File: config.mk
export PLATFORM = sky130hd
export DESIGN_NAME = cpu_load_store_unit_flat
export DESIGN_NICKNAME = d
export VERILOG_FILES = /design/src/rtl/cpu_load_store_unit_if.sv /design/src/rtl/cpu_load_store_unit.sv /design/src/flat_wrapper.sv
export SDC_FILE = /design/constraint.sdc
export NUM_CORES = 1
export LEC_CHECK = 0
export ABC_CLOCK_PERIOD_IN_PS = 3900
export CORE_UTILIZATION = 40
export CTS_BUF_LIST = sky130_fd_sc_hd__clkbuf_16
export DETAILED_ROUTE_END_ITERATION = 10
export HOLD_SLACK_MARGIN = 0.1
export PLACE_DENSITY = 0.86
export SYNTH_ARGS = -nofsm -noshare
export SYNTH_HDL_FRONTEND = slang
export SYNTH_SLANG_ARGS = --single-unit
File: constraint.sdc
create_clock -name clk -period 3.9 [get_ports clk]
set_input_delay 0.975 -clock clk [delete_from_list [all_inputs] [get_ports clk]]
set_output_delay 0.975 -clock clk [all_outputs]
set_load 0.05 [all_outputs]
File: src/rtl/cpu_load_store_unit_if.sv
// Memory-side bus between the load/store unit and the CPU memory access stage.
// master: the load/store unit. It drives the level requests, the word address,
//         the byte mask and the store data.
// slave:  the memory access stage. It returns the read word and mem_done.
//         mem_done stays high until both requests drop.
interface cpu_load_store_unit_if;
  localparam int unsigned ADDR_W = 32;
  localparam int unsigned DATA_W = 32;
  localparam int unsigned MASK_W = DATA_W / 8;

  logic              mem_rd_req;
  logic              mem_wr_req;
  logic [ADDR_W-1:0] mem_addr;
  logic [DATA_W-1:0] mem_data_out;
  logic [MASK_W-1:0] mem_data_mask;
  logic [DATA_W-1:0] mem_data_in;
  logic              mem_done;

  modport master (
    output mem_rd_req, mem_wr_req, mem_addr, mem_data_out, mem_data_mask,
    input  mem_data_in, mem_done
  );

  modport slave (
    input  mem_rd_req, mem_wr_req, mem_addr, mem_data_out, mem_data_mask,
    output mem_data_in, mem_done
  );
endinterface

File: src/rtl/cpu_load_store_unit.sv
// cpu_load_store_unit: turns RV32 load/store requests (funct3 size code, byte
// address) into aligned word transactions for the memory access stage.
// On the way out it builds byte masks and lane-shifted store data. On the way
// back it extracts, shifts and extends the load data.
//
// Ports:
//   clk, rst        clock; asynchronous active-high reset
//   start           request strobe, sampled only in IDLE
//   is_store        1 = store, 0 = load
//   funct3          000 B, 001 H, 010 W, 100 BU, 101 HU
//   addr            byte address
//   store_data      right-aligned store value
//   load_data       extended load result; held until the next load completes
//   busy            high in every state except IDLE
//   done, fault     one-cycle completion pulse; fault marks a rejected access
//   bus             memory access stage handshake (master side)
//
// Build option CPU_LSU_MISALIGN_TRAP_EN:
//   defined   - misaligned H/HU/W accesses fault and make no bus access.
//   undefined - misaligned accesses are forced down to natural alignment
//               and then proceed normally.
module cpu_load_store_unit (
  input  logic                  clk,
  input  logic                  rst,
  input  logic                  start,
  input  logic                  is_store,
  input  logic [2:0]            funct3,
  input  logic [31:0]           addr,
  input  logic [31:0]           store_data,
  output logic [31:0]           load_data,
  output logic                  busy,
  output logic                  done,
  output logic                  fault,
  cpu_load_store_unit_if.master bus
);
  localparam int unsigned DATA_W = 32;
  localparam int unsigned MASK_W = DATA_W / 8;

  typedef enum logic [1:0] {
    IDLE         = 2'd0,
    WAIT_DONE    = 2'd1,
    WAIT_RELEASE = 2'd2,
    FINISH       = 2'd3
  } state_t;

  state_t            state;
  logic [2:0]        funct3_q;
  logic [1:0]        off_q;
  logic              store_q;

  logic              reject_c;
  logic [1:0]        off_c;
  logic [MASK_W-1:0] mask_c;
  logic [DATA_W-1:0] wdata_c;
  logic [DATA_W-1:0] rshift_c;
  logic [DATA_W-1:0] rext_c;

  // Request decode: legality, effective byte offset, byte mask and store lanes.
  always_comb begin
    reject_c = (funct3[1:0] == 2'b11) || (funct3[2:1] == 2'b11) ||
               (is_store && funct3[2]);
    off_c    = addr[1:0];
    mask_c   = MASK_W'(4'b1111);
    case (funct3[1:0])
      2'b00: begin
        off_c  = addr[1:0];
        mask_c = MASK_W'(4'b0001 << off_c);
      end
      2'b01: begin
        off_c  = {addr[1], 1'b0};
        mask_c = MASK_W'(4'b0011 << off_c);
      end
      default: begin
        off_c  = 2'b00;
        mask_c = MASK_W'(4'b1111);
      end
    endcase
`ifdef CPU_LSU_MISALIGN_TRAP_EN
    if ((funct3[1:0] == 2'b01 && addr[0]) ||
        (funct3[1:0] == 2'b10 && addr[1:0] != 2'b00)) begin
      reject_c = 1'b1;
    end
`endif
    wdata_c = store_data << {off_c, 3'b000};
  end

  // Load return path: bring the addressed lane down to bit 0, then extend.
  always_comb begin
    rshift_c = bus.mem_data_in >> {off_q, 3'b000};
    case (funct3_q)
      3'b000:  rext_c = {{24{rshift_c[7]}}, rshift_c[7:0]};
      3'b001:  rext_c = {{16{rshift_c[15]}}, rshift_c[15:0]};
      3'b100:  rext_c = {24'd0, rshift_c[7:0]};
      3'b101:  rext_c = {16'd0, rshift_c[15:0]};
      default: rext_c = rshift_c;
    endcase
  end

  // Handshake FSM. Every output is registered alongside the state.
  always_ff @(posedge clk or posedge rst) begin
    if (rst) begin
      state             <= IDLE;
      funct3_q          <= 3'd0;
      off_q             <= 2'd0;
      store_q           <= 1'b0;
      load_data         <= '0;
      busy              <= 1'b0;
      done              <= 1'b0;
      fault             <= 1'b0;
      bus.mem_rd_req    <= 1'b0;
      bus.mem_wr_req    <= 1'b0;
      bus.mem_addr      <= '0;
      bus.mem_data_out  <= '0;
      bus.mem_data_mask <= '0;
    end else begin
      case (state)
        IDLE: begin
          if (start) begin
            busy <= 1'b1;
            if (reject_c) begin
              state <= FINISH;
              done  <= 1'b1;
              fault <= 1'b1;
            end else begin
              state             <= WAIT_DONE;
              funct3_q          <= funct3;
              off_q             <= off_c;
              store_q           <= is_store;
              bus.mem_addr      <= {addr[31:2], 2'b00};
              bus.mem_data_mask <= mask_c;
              bus.mem_data_out  <= wdata_c;
              bus.mem_rd_req    <= ~is_store;
              bus.mem_wr_req    <= is_store;
            end
          end
        end
        WAIT_DONE: begin
          if (bus.mem_done) begin
            bus.mem_rd_req <= 1'b0;
            bus.mem_wr_req <= 1'b0;
            if (!store_q) begin
              load_data <= rext_c;
            end
            state <= WAIT_RELEASE;
          end
        end
        WAIT_RELEASE: begin
          // The memory stage keeps mem_done high until it sees the requests drop.
          if (!bus.mem_done) begin
            state <= FINISH;
            done  <= 1'b1;
            fault <= 1'b0;
          end
        end
        FINISH: begin
          state <= IDLE;
          done  <= 1'b0;
          fault <= 1'b0;
          busy  <= 1'b0;
        end
        default: state <= IDLE;
      endcase
    end
  end
endmodule

File: src/flat_wrapper.sv
// flat-port wrapper written by rule: the top's interface ports become plain ports
module cpu_load_store_unit_flat 
  (clk, rst, start, is_store, funct3, addr, store_data, load_data, busy, done, fault, bus_mem_rd_req, bus_mem_wr_req, bus_mem_addr, bus_mem_data_out, bus_mem_data_mask, bus_mem_data_in, bus_mem_done);
  cpu_load_store_unit_if bus_i ();
  input  logic clk;
  input  logic rst;
  input  logic start;
  input  logic is_store;
  input  logic [2:0] funct3;
  input  logic [31:0] addr;
  input  logic [31:0] store_data;
  output logic [31:0] load_data;
  output logic busy;
  output logic done;
  output logic fault;
  output wire logic [$bits(bus_i.mem_rd_req)-1:0] bus_mem_rd_req;
  output wire logic [$bits(bus_i.mem_wr_req)-1:0] bus_mem_wr_req;
  output wire logic [$bits(bus_i.mem_addr)-1:0] bus_mem_addr;
  output wire logic [$bits(bus_i.mem_data_out)-1:0] bus_mem_data_out;
  output wire logic [$bits(bus_i.mem_data_mask)-1:0] bus_mem_data_mask;
  input wire logic [$bits(bus_i.mem_data_in)-1:0] bus_mem_data_in;
  input wire logic [$bits(bus_i.mem_done)-1:0] bus_mem_done;
  assign bus_mem_rd_req = bus_i.mem_rd_req;
  assign bus_mem_wr_req = bus_i.mem_wr_req;
  assign bus_mem_addr = bus_i.mem_addr;
  assign bus_mem_data_out = bus_i.mem_data_out;
  assign bus_mem_data_mask = bus_i.mem_data_mask;
  assign bus_i.mem_data_in = bus_mem_data_in;
  assign bus_i.mem_done = bus_mem_done;
  cpu_load_store_unit u_core (.clk(clk), .rst(rst), .start(start), .is_store(is_store), .funct3(funct3), .addr(addr), .store_data(store_data), .load_data(load_data), .busy(busy), .done(done), .fault(fault), .bus(bus_i));
endmodule
[Word level (Yosys, flattened, before mapping)]
Index checks and enable logic that the tools add are counted.
Cells by class
  equality and inequality tests: 14
  shift-type cells: 4
  mux-type cells: 23
  bitwise logic cells: 3
  reduce and logical (&&, ||, !) cells: 15
Operators by type and width (count)
  $pmux 32 s4: 1
  $shl 32x5->32: 1
  $shr 32x5->32: 1
  $mux 1: 10
  $reduce_and 3->1: 3
  $eq 2x2->1 const B: 4
  $mux 2: 4
  $ne 2x2->1 const B: 4
  $pmux 2 s4: 1
  $pmux 4 s2: 1
  $reduce_and 4->1: 2
  $eq 3x3->1 const B: 2
  $pmux 1 s2: 3
  $pmux 1 s3: 2
  $eq 2x1->1 const B: 2
  $logic_not 2->1: 2
  $pmux 2 s2: 1
  $reduce_bool 2->1: 2
  $shl 1x2->4 const A: 1
  $shl 2x2->4 const A: 1
  $eq 3x1->1 const B: 1
  $logic_not 3->1: 1
  $not 1->1: 3
  $reduce_bool 3->1: 1
  4 further kinds: 5
Word-level totals
  flip-flop bits (word level): 111
  bits of input ports: 104
  output and inout bits: 105
  word-level logic and storage cells: 72

[Longest topological paths before layout]
Gate-level depths: netlist of run 1.
  word-level depth: 6
  gate-level depth with buffers: 7
  gate-level depth less buffers: 6

[Least setup slack after synthesis of run 1]
OpenSTA, ideal clock, no wires.
  kind: input -> register
  start point: input port funct3[1]
  end point: register u_core.bus.mem_addr[17]
  library setup time: 0.125 ns
  data arrival time: 2.110 ns
  data required time: 3.775 ns
  setup slack: 1.665 ns
  stages: 6
  path buffers: 3
  cells stage by stage: buf_2 > a21oi_2 > o211ai_2 > buf_2 > buf_2 > mux2_2
On the way
  word-level cells in the longest chain between the ends: 5
  elaborated cells on any way between the ends: 6
  those cells by class: 2 x eq/ne; 1 x bitwise; 3 x reduce/logical
Ends and longest elaborated chain
  start: declaration: RTL line flat_wrapper.sv:9  | input logic [2:0] funct3;
  $eq 2x2->1: RTL line cpu_load_store_unit.sv:60  | reject_c = (funct3[1:0] == 2'b11) || (funct3[2:1] == 2'b11) ||
  $logic_or 1x1->1 * (2 in a row): RTL line cpu_load_store_unit.sv:60
  $not 1->1 (no source line) *
  $reduce_and 3->1 (no source line) *
  end signal: assignment: RTL line cpu_load_store_unit.sv:129  | bus.mem_addr <= {addr[31:2], 2'b00};
  end: declaration: RTL line cpu_load_store_unit_if.sv:20  | output mem_rd_req, mem_wr_req, mem_addr, mem_data_out, mem_data_mask,
Mark *: on every way between the ends. The rest lies on a longest branch, timed or not.
A chain may end at the register's enable or synchronous reset.

[Worst setup path in the final report of run 1]
  start point: input port funct3[0]
  end point: register u_core.bus.mem_data_out[25]
On the way
  word-level cells in the longest chain between the ends: 5
  elaborated cells on any way between the ends: 9
  those cells by class: 2 x eq/ne; 1 x shift; 1 x mux; 1 x bitwise; 4 x reduce/logical
Ends and longest elaborated chain
  branches (longest 5 deep; another with $shl 32x5->32)
  end signal: assignment: RTL line cpu_load_store_unit.sv:131  | bus.mem_data_out <= wdata_c;
  end: declaration: RTL line cpu_load_store_unit_if.sv:20
Several ways; the timed one is not identified.

==> results of run 1 <==
routing by layer:
layer,GRT usage,share of wire,wire length (µm),vias up
met1,0.289,0.41,6400,2372
met4,0.0799,0.018,285,0
met3,0.0458,0.076,1190,23
li1,-,-,-,2240
met5,0,0,0,-
met2,0.374,0.49,7700,239
cell usage after synthesis (all sizes together):
master     n
nor2b     11
ha         4
nand3b     7
nor2      24
nand2     68
o2bb2ai    2
conb       1
o22ai      9
mux2      45
or2        2
clkbuf    17
buf       21
clkinv     1
a211oi     7
a22o       7
and2       1
or3        1
mux4       1
a221oi     6
a21oi     44
dfrtp    111
a2bb2oi    1
o22a       8
inv       16
a311o      1
o21a       1
a31oi      4
nor3       1
nor4bb     1
o21ai     43
nand3      8
a22oi      9
mux2i     29
o211ai     1
nand2b    13
metrics by stage:
step	instance area, µm²	power (mW)
6_report	7990	7.54
4_1_cts	7990	7.59
3_3_place_gp	7680	6.52
5_1_grt	7990	7.91
2_1_floorplan	5460	5.07
3_5_place_dp	7680	6.62
logic make-up after synthesis:
| family | after synthesis | share of synthesized area |
|---|---|---|
| compound gates | 143 | 0.170 |
| simple gates | 137 | 0.116 |
| flops | 111 | 0.509 |
| mux | 75 | 0.150 |
| buf+inv | 55 | 0.0450 |
| fa+ha+maj | 4 | 0.00917 |
| other cells | 1 | 0.000687 |
final timing paths:
check	from	to	slack (ns)	cells after the start
setup / recovery	funct3[0]	u_core.bus.mem_data_out[25]	1.08	5
hold / removal	u_core.bus.mem_data_out[24]	u_core.bus.mem_data_out[24]	0.49	2
setup reg to reg	u_core.off_q[1]	u_core.load_data[12]	1.67	4
hold reg to reg	u_core.bus.mem_data_out[24]	u_core.bus.mem_data_out[24]	0.49	2
max in group asynchronous	rst	u_core.bus.mem_data_out[25]	1.96	3
min in group asynchronous	rst	u_core.bus.mem_addr[31]	1.16	2
registers in the layout, summed over array words and instances (netlist names):
register and flops:
u_core.state 2, u_core.bus.mem_addr 30, u_core.funct3_q 3, u_core.bus.mem_wr_req 1, u_core.off_q 2, u_core.bus.mem_data_mask 4, u_core.busy 1, u_core.fault 1
u_core.bus.mem_data_out 32, u_core.store_q 1, u_core.bus.mem_rd_req 1, u_core.load_data 32, u_core.done 1
worst reg2reg max path: cells and delay by family, from the launching register on:
kind | cells | cell delay, ns
and+or+nand+nor | 1 | 0.10
DFF | 1 | 1.07
muxes | 1 | 0.45
AOI/OAI and AO/OA | 2 | 0.56
power groups by stage:
stage	sequential, mW	combinational [mW]	clock [mW]
floorplan	3.86	1.21	0
detailed placement	2.13	4.49	0
finish	2.11	4.48	0.950
global route	2.18	4.70	1.02
global placement	2.10	4.42	0
CTS	2.11	4.50	0.973
cell type report:
type	instances	area [µm²]	area share
Timing Repair Buffer	217	2170	0.272
Tap cell	176	220	0.0276
Clock inverter	7	81.3	0.0102
Inverter	17	67.6	0.00846
Clock buffer	9	225	0.0282
Sequential cell	111	2780	0.348
Multi-Input combinational cell	361	2440	0.306
==> parameters.txt, run 1 <==
Parameter                              Value

Run status
  Run status    finished clean

Placed design
  Placer Congestion    between 0.8 and 0.9
  Buffers added on ports    206
  Post-DP HPWL    11600 µm
  DP Cell Count    882
  Setup WS pre-CTS    0.742 ns

Clock tree
  CTS Hold Buffers Added    0
  Sink Count    111
  Clock-pin slew of the registers on the worst-case setup and hold paths    0.08 ns
  Clock tree from TritonCTS    built
  Maximum root-to-sink buffer count    2
  Skew-Pair Late Insertion Delay    ~0.35 ns
  Clock buffer count from CTS    9
  Number of setup buffers added after CTS    0
  Cell at the root of the clock tree    sky130_fd_sc_hd__clkbuf_16
  H-tree depth reported by CTS    3
  Resized Gates After CTS    0

Global route
  Wire length of the first global-routing pass    25000 µm
  Remaining Overflow, GRT    0
  Global-route total usage across every layer    0.225
  Via count of the first global-routing pass    between 4k and 5k
  Maximum number of pins on one net before global-route repair    56
  Number of antenna violations at the first check in global routing    0

STA
  Final setup viols    0
  Number of max-slew violations in the final report    0
  Setup repair after global routing missed its margin    no
  Transition at the pin with the smallest max-transition slack    1.10 ns
  Fin worst setup slack    approximately 1.1 ns
  Final number of hold-violating endpoints    0
  Worst slack on hold paths    between 0.4 and 0.5 ns
  Minimum clock period after layout    2.82 ns
  Worst clock skew    0.00643 ns
  Final total negative setup slack    0 ns
  Post-route fraction of the period consumed by the critical path    0.723
  Peak Freq    355 MHz
  Slew HR    0.269

Synth
  Portion of the post-synthesis area used by sequential elements    0.509
  Most area-hungry cell type in the Yosys netlist    sky130_fd_sc_hd__dfrtp_1
  Total of warnings raised by yosys    0
  Synth Instances    526
  Top cell type's share of synthesized area    0.509
  Number of synthesized register bits    between 100 and 150
  Number of distinct library cells after synthesis    43
  Syn Std Cell Area    5460 µm²
  Mean Syn Cell Area    10.4 µm²
  Most area-consuming cells after synthesis    sky130_fd_sc_hd__dfrtp_1 51%, sky130_fd_sc_hd__mux2_2 9.3%, sky130_fd_sc_hd__mux2i_1 5.3%, sky130_fd_sc_hd__nand2_1 4.7%, sky130_fd_sc_hd__a21oi_1 3.9%

Routing
  Number of DRC markers after the initial detailed-route iteration    about 350
  ANT nets after route    0
  Total Wirelength    approximately 16000 µm
  First-pass iteration count of the detailed router    5
  Vias per std cell    between 5 and 6
  Vias    4874
  Number of remaining DRC errors    0
  Routed length per instance    17.4 µm

Critical path
  Maximum fanout encountered on the critical timing path    25
  Crit Path Class    in2reg
  List of cells traversed by the critical path    clkdlybuf4s50_1, nor2b_1, o21ai_2, a22oi_1, o21ai_0
  Critical Path AT    3.09 ns
  Required time of the critical path    4.17 ns
  Kind of end point of the critical path    flop
  Maximum cell stage delay along the critical path    0.82 ns
  Count of buffering cells on the critical path with inverters included    1
  Delay-heaviest family, CP    compound AO/OA/AOI/OAI gates
  Critical Path Start Type    input pin
  Cell with the largest stage delay on the worst path    sky130_fd_sc_hd__o21ai_2

Finish
  Antenna diodes    0
  Number of filler instances in the final layout    between 1k and 1.5k
  Layout net count    825
  Most common cell after layout, fill and taps aside    sky130_fd_sc_hd__clkdlybuf4s50_1
  Final design utilization    0.601
  Commonest cells after routing, fill and taps aside    206 x sky130_fd_sc_hd__clkdlybuf4s50_1, 111 x sky130_fd_sc_hd__dfrtp_1, 68 x sky130_fd_sc_hd__nand2_1, 45 x sky130_fd_sc_hd__mux2_2, 42 x sky130_fd_sc_hd__a21oi_1
  Layout cell share with drive strength beyond 1    0.118
  Area growth from synthesis to layout    46.4%
  Number of non-filler instances in the completed layout    898

Power
  Share of total power in the clock network    0.126
  Fraction of power spent switching nets    0.491
  Switch Pwr    3.70 mW
  LEAKAGE    3.30 nW
  Combinational share of power    0.594
  Max VDD drop    around 0.65 mV
  Power density over cell area    944 nW/µm²
  Part of the power in registers    0.280
  Internal power consumption    between 3 and 4 mW

Hold path
  Hold Crit Class    reg2reg

Floorplan
  IO Pins    209
  X dimension of the die    119 µm
  Core Footprint    13300 µm²
  Die height    119 µm
  Initial cell density of the core    0.410
  Placement row count    42
  Die outline area    14100 µm²

Flow run
  Maximum Capacitance Violations    0
No activity file was read; power rests on OpenSTA's default activity.
==> inputs of run 2 (changes only) <==
--- a/config.mk
+++ b/config.mk
@@ -5,7 +5,7 @@
 export SDC_FILE = /design/constraint.sdc
 export NUM_CORES = 1
 export LEC_CHECK = 0
-export ABC_CLOCK_PERIOD_IN_PS = 3900
+export ABC_CLOCK_PERIOD_IN_PS = 2400
 export CORE_UTILIZATION = 40
 export CTS_BUF_LIST = sky130_fd_sc_hd__clkbuf_16
 export DETAILED_ROUTE_END_ITERATION = 10
==> constraint.sdc (replaced) <==
create_clock -name clk -period 2.4 [get_ports clk]
set_input_delay 0.6 -clock clk [delete_from_list [all_inputs] [get_ports clk]]
set_output_delay 0.6 -clock clk [all_outputs]
set_load 0.05 [all_outputs]
==> run 2 against run 1 <==
Against the previous run: clock skew down 0.0024 ns; critical path depth is 4 lower; sequential share of layout area shrank 0.76 points; clock power grew 69%; cell area increased by 2.2%; critical endpoint is now bus_mem_data_out[10]; largest power group unchanged.
==> parameters.txt, run 2 (synthesis results as in run 1) <==
Parameter                              Value

Floorplan
  Placement row count    42
  X dimension of the die    119 µm
  Initial cell density of the core    0.410
  IO Pins    209
  Core Footprint    around 13000 µm²
  Die height    119 µm
  Die outline area    around 14000 µm²

Routing
  Routed length per instance    17.1 µm
  First-pass iteration count of the detailed router    5
  Number of remaining DRC errors    0
  Vias per std cell    5.35
  Vias    4913
  ANT nets after route    0
  Number of DRC markers after the initial detailed-route iteration    253
  Total Wirelength    15700 µm

Global route
  Number of antenna violations at the first check in global routing    0
  Global-route total usage across every layer    0.228
  Via count of the first global-routing pass    5104
  Maximum number of pins on one net before global-route repair    112
  Wire length of the first global-routing pass    25500 µm
  Remaining Overflow, GRT    0

Clock tree
  CTS Hold Buffers Added    0
  Cell at the root of the clock tree    sky130_fd_sc_hd__clkbuf_16
  Resized Gates After CTS    0
  Clock-pin slew of the registers on the worst-case setup and hold paths    0.07 ns
  Clock buffer count from CTS    9
  Sink Count    111
  Maximum root-to-sink buffer count    2
  Clock tree from TritonCTS    built
  Number of setup buffers added after CTS    0
  Skew-Pair Late Insertion Delay    between 0.3 and 0.4 ns
  H-tree depth reported by CTS    3

Flow run
  Maximum Capacitance Violations    0

Finish
  Top flop regs    u_core.bus.mem_data_out: 32 flops, u_core.load_data: 32 flops, u_core.bus.mem_addr: 30 flops
  Final design utilization    0.614
  Antenna diodes    0
  Most common cell after layout, fill and taps aside    sky130_fd_sc_hd__clkdlybuf4s50_1
  Area growth from synthesis to layout    49.7%
  Layout cell share with drive strength beyond 1    0.142
  Layout net count    845
  Commonest cells after routing, fill and taps aside    206 x sky130_fd_sc_hd__clkdlybuf4s50_1, 111 x sky130_fd_sc_hd__dfrtp_1, 68 x sky130_fd_sc_hd__nand2_1, 45 x sky130_fd_sc_hd__mux2_2, 42 x sky130_fd_sc_hd__a21oi_1

STA
  Setup repair after global routing missed its margin    no
  Number of max-slew violations in the final report    0
  Peak Freq    463 MHz
  Final total negative setup slack    0 ns
  Worst clock skew    0.00400 ns
  Transition at the pin with the smallest max-transition slack    0.601 ns
  Final setup viols    0
  Post-route fraction of the period consumed by the critical path    0.901
  Slew HR    0.600
  Final number of hold-violating endpoints    0
  Minimum clock period after layout    2.16 ns

Critical path
  Cell with the largest stage delay on the worst path    sky130_fd_sc_hd__clkdlybuf4s50_1
  Required time of the critical path    1.80 ns
  Count of buffering cells on the critical path with inverters included    1
  Endpoint of the lowest-slack register-to-register path    u_core.bus.mem_data_out[16]
  Critical Path Start Type    flop
  List of cells traversed by the critical path    clkdlybuf4s50_1
  Maximum cell stage delay along the critical path    0.84 ns
  Reg-to-Reg Start    u_core.state[1]
  Worst Reg2Reg Path Length in Cells    6
  Delay-heaviest family, CP    buffers and inverters
  Maximum fanout encountered on the critical timing path    2
  Minimum setup slack among reg-to-reg paths    0.45 ns
  Kind of end point of the critical path    output pin
  Crit Path Class    reg2out
  Critical Path AT    1.56 ns

Run status
  Run status    finished clean

Power
  LEAKAGE    3.41 nW
  Total power    approximately 12 mW
  Max VDD drop    0.903 mV
  Power density over cell area    1520 nW/µm²

Placed design
  Post-DP HPWL    roughly 12000 µm
  Buffers added on ports    206
  Placer Congestion    0.890

Hold path
  Hold Crit Class    reg2reg
  Hold Path Cell Cnt    2
  Critical hold path startpoint    u_core.bus.mem_data_out[9]
  Endpoint of the worst hold path    u_core.bus.mem_data_out[9]
-- run 2: final cells by class --
type / count / area [µm²]
clock buffer: 9 / 225
clock inverter: 7 / 97.6
fill: 1088 / 5130
inverter: 17 / 67.6
multi-input combinational: 361 / 2440
sequential: 111 / 2780
tap: 176 / 220
timing repair buffer: 237 / 2330
-- run 2: report_power, final --
| part | total, mW | internal [mW] | switching, mW |
|---|---|---|---|
| clock | 1.61 | 0.917 | 0.691 |
| sequential | 3.38 | 2.80 | 0.583 |
| combinational | 7.43 | 2.69 | 4.74 |
-- run 2: metrics by stage --
stage	instance area (µm²)	hold slack, ns	worst slack [ns]	cells
5_1_grt	8170	0.514	0.177	918
3_3_place_gp	7840	0.464	0.0745	902
3_5_place_dp	7840	0.480	0.00527	902
4_1_cts	8170	0.496	0.212	918
6_report	8170	0.492	0.238	918
2_1_floorplan	5460	0.494	0.457	527
-- run 2: worst max-delay path by stage --
stage,end,cells past startpoint,start
floorplan,u_core.bus.mem_addr[10],1,rst
global placement,u_core.bus.mem_data_out[17],7,funct3[0]
detailed placement,u_core.bus.mem_data_out[16],7,funct3[0]
CTS,bus_mem_data_out[3],1,u_core.bus.mem_data_out[3]
global route,bus_mem_data_out[10],1,u_core.bus.mem_data_out[10]
finish,bus_mem_data_out[10],1,u_core.bus.mem_data_out[10]
-- run 2: layer usage --
| metal | vias to the layer above | part of all wire | GRT usage |
|---|---|---|---|
| li1 | 2276 | - | - |
| met3 | 28 | 0.072 | 0.0487 |
| met4 | 0 | 0.024 | 0.0918 |
| met5 | - | 0 | 0 |
| met2 | 233 | 0.48 | 0.377 |
| met1 | 2376 | 0.42 | 0.290 |
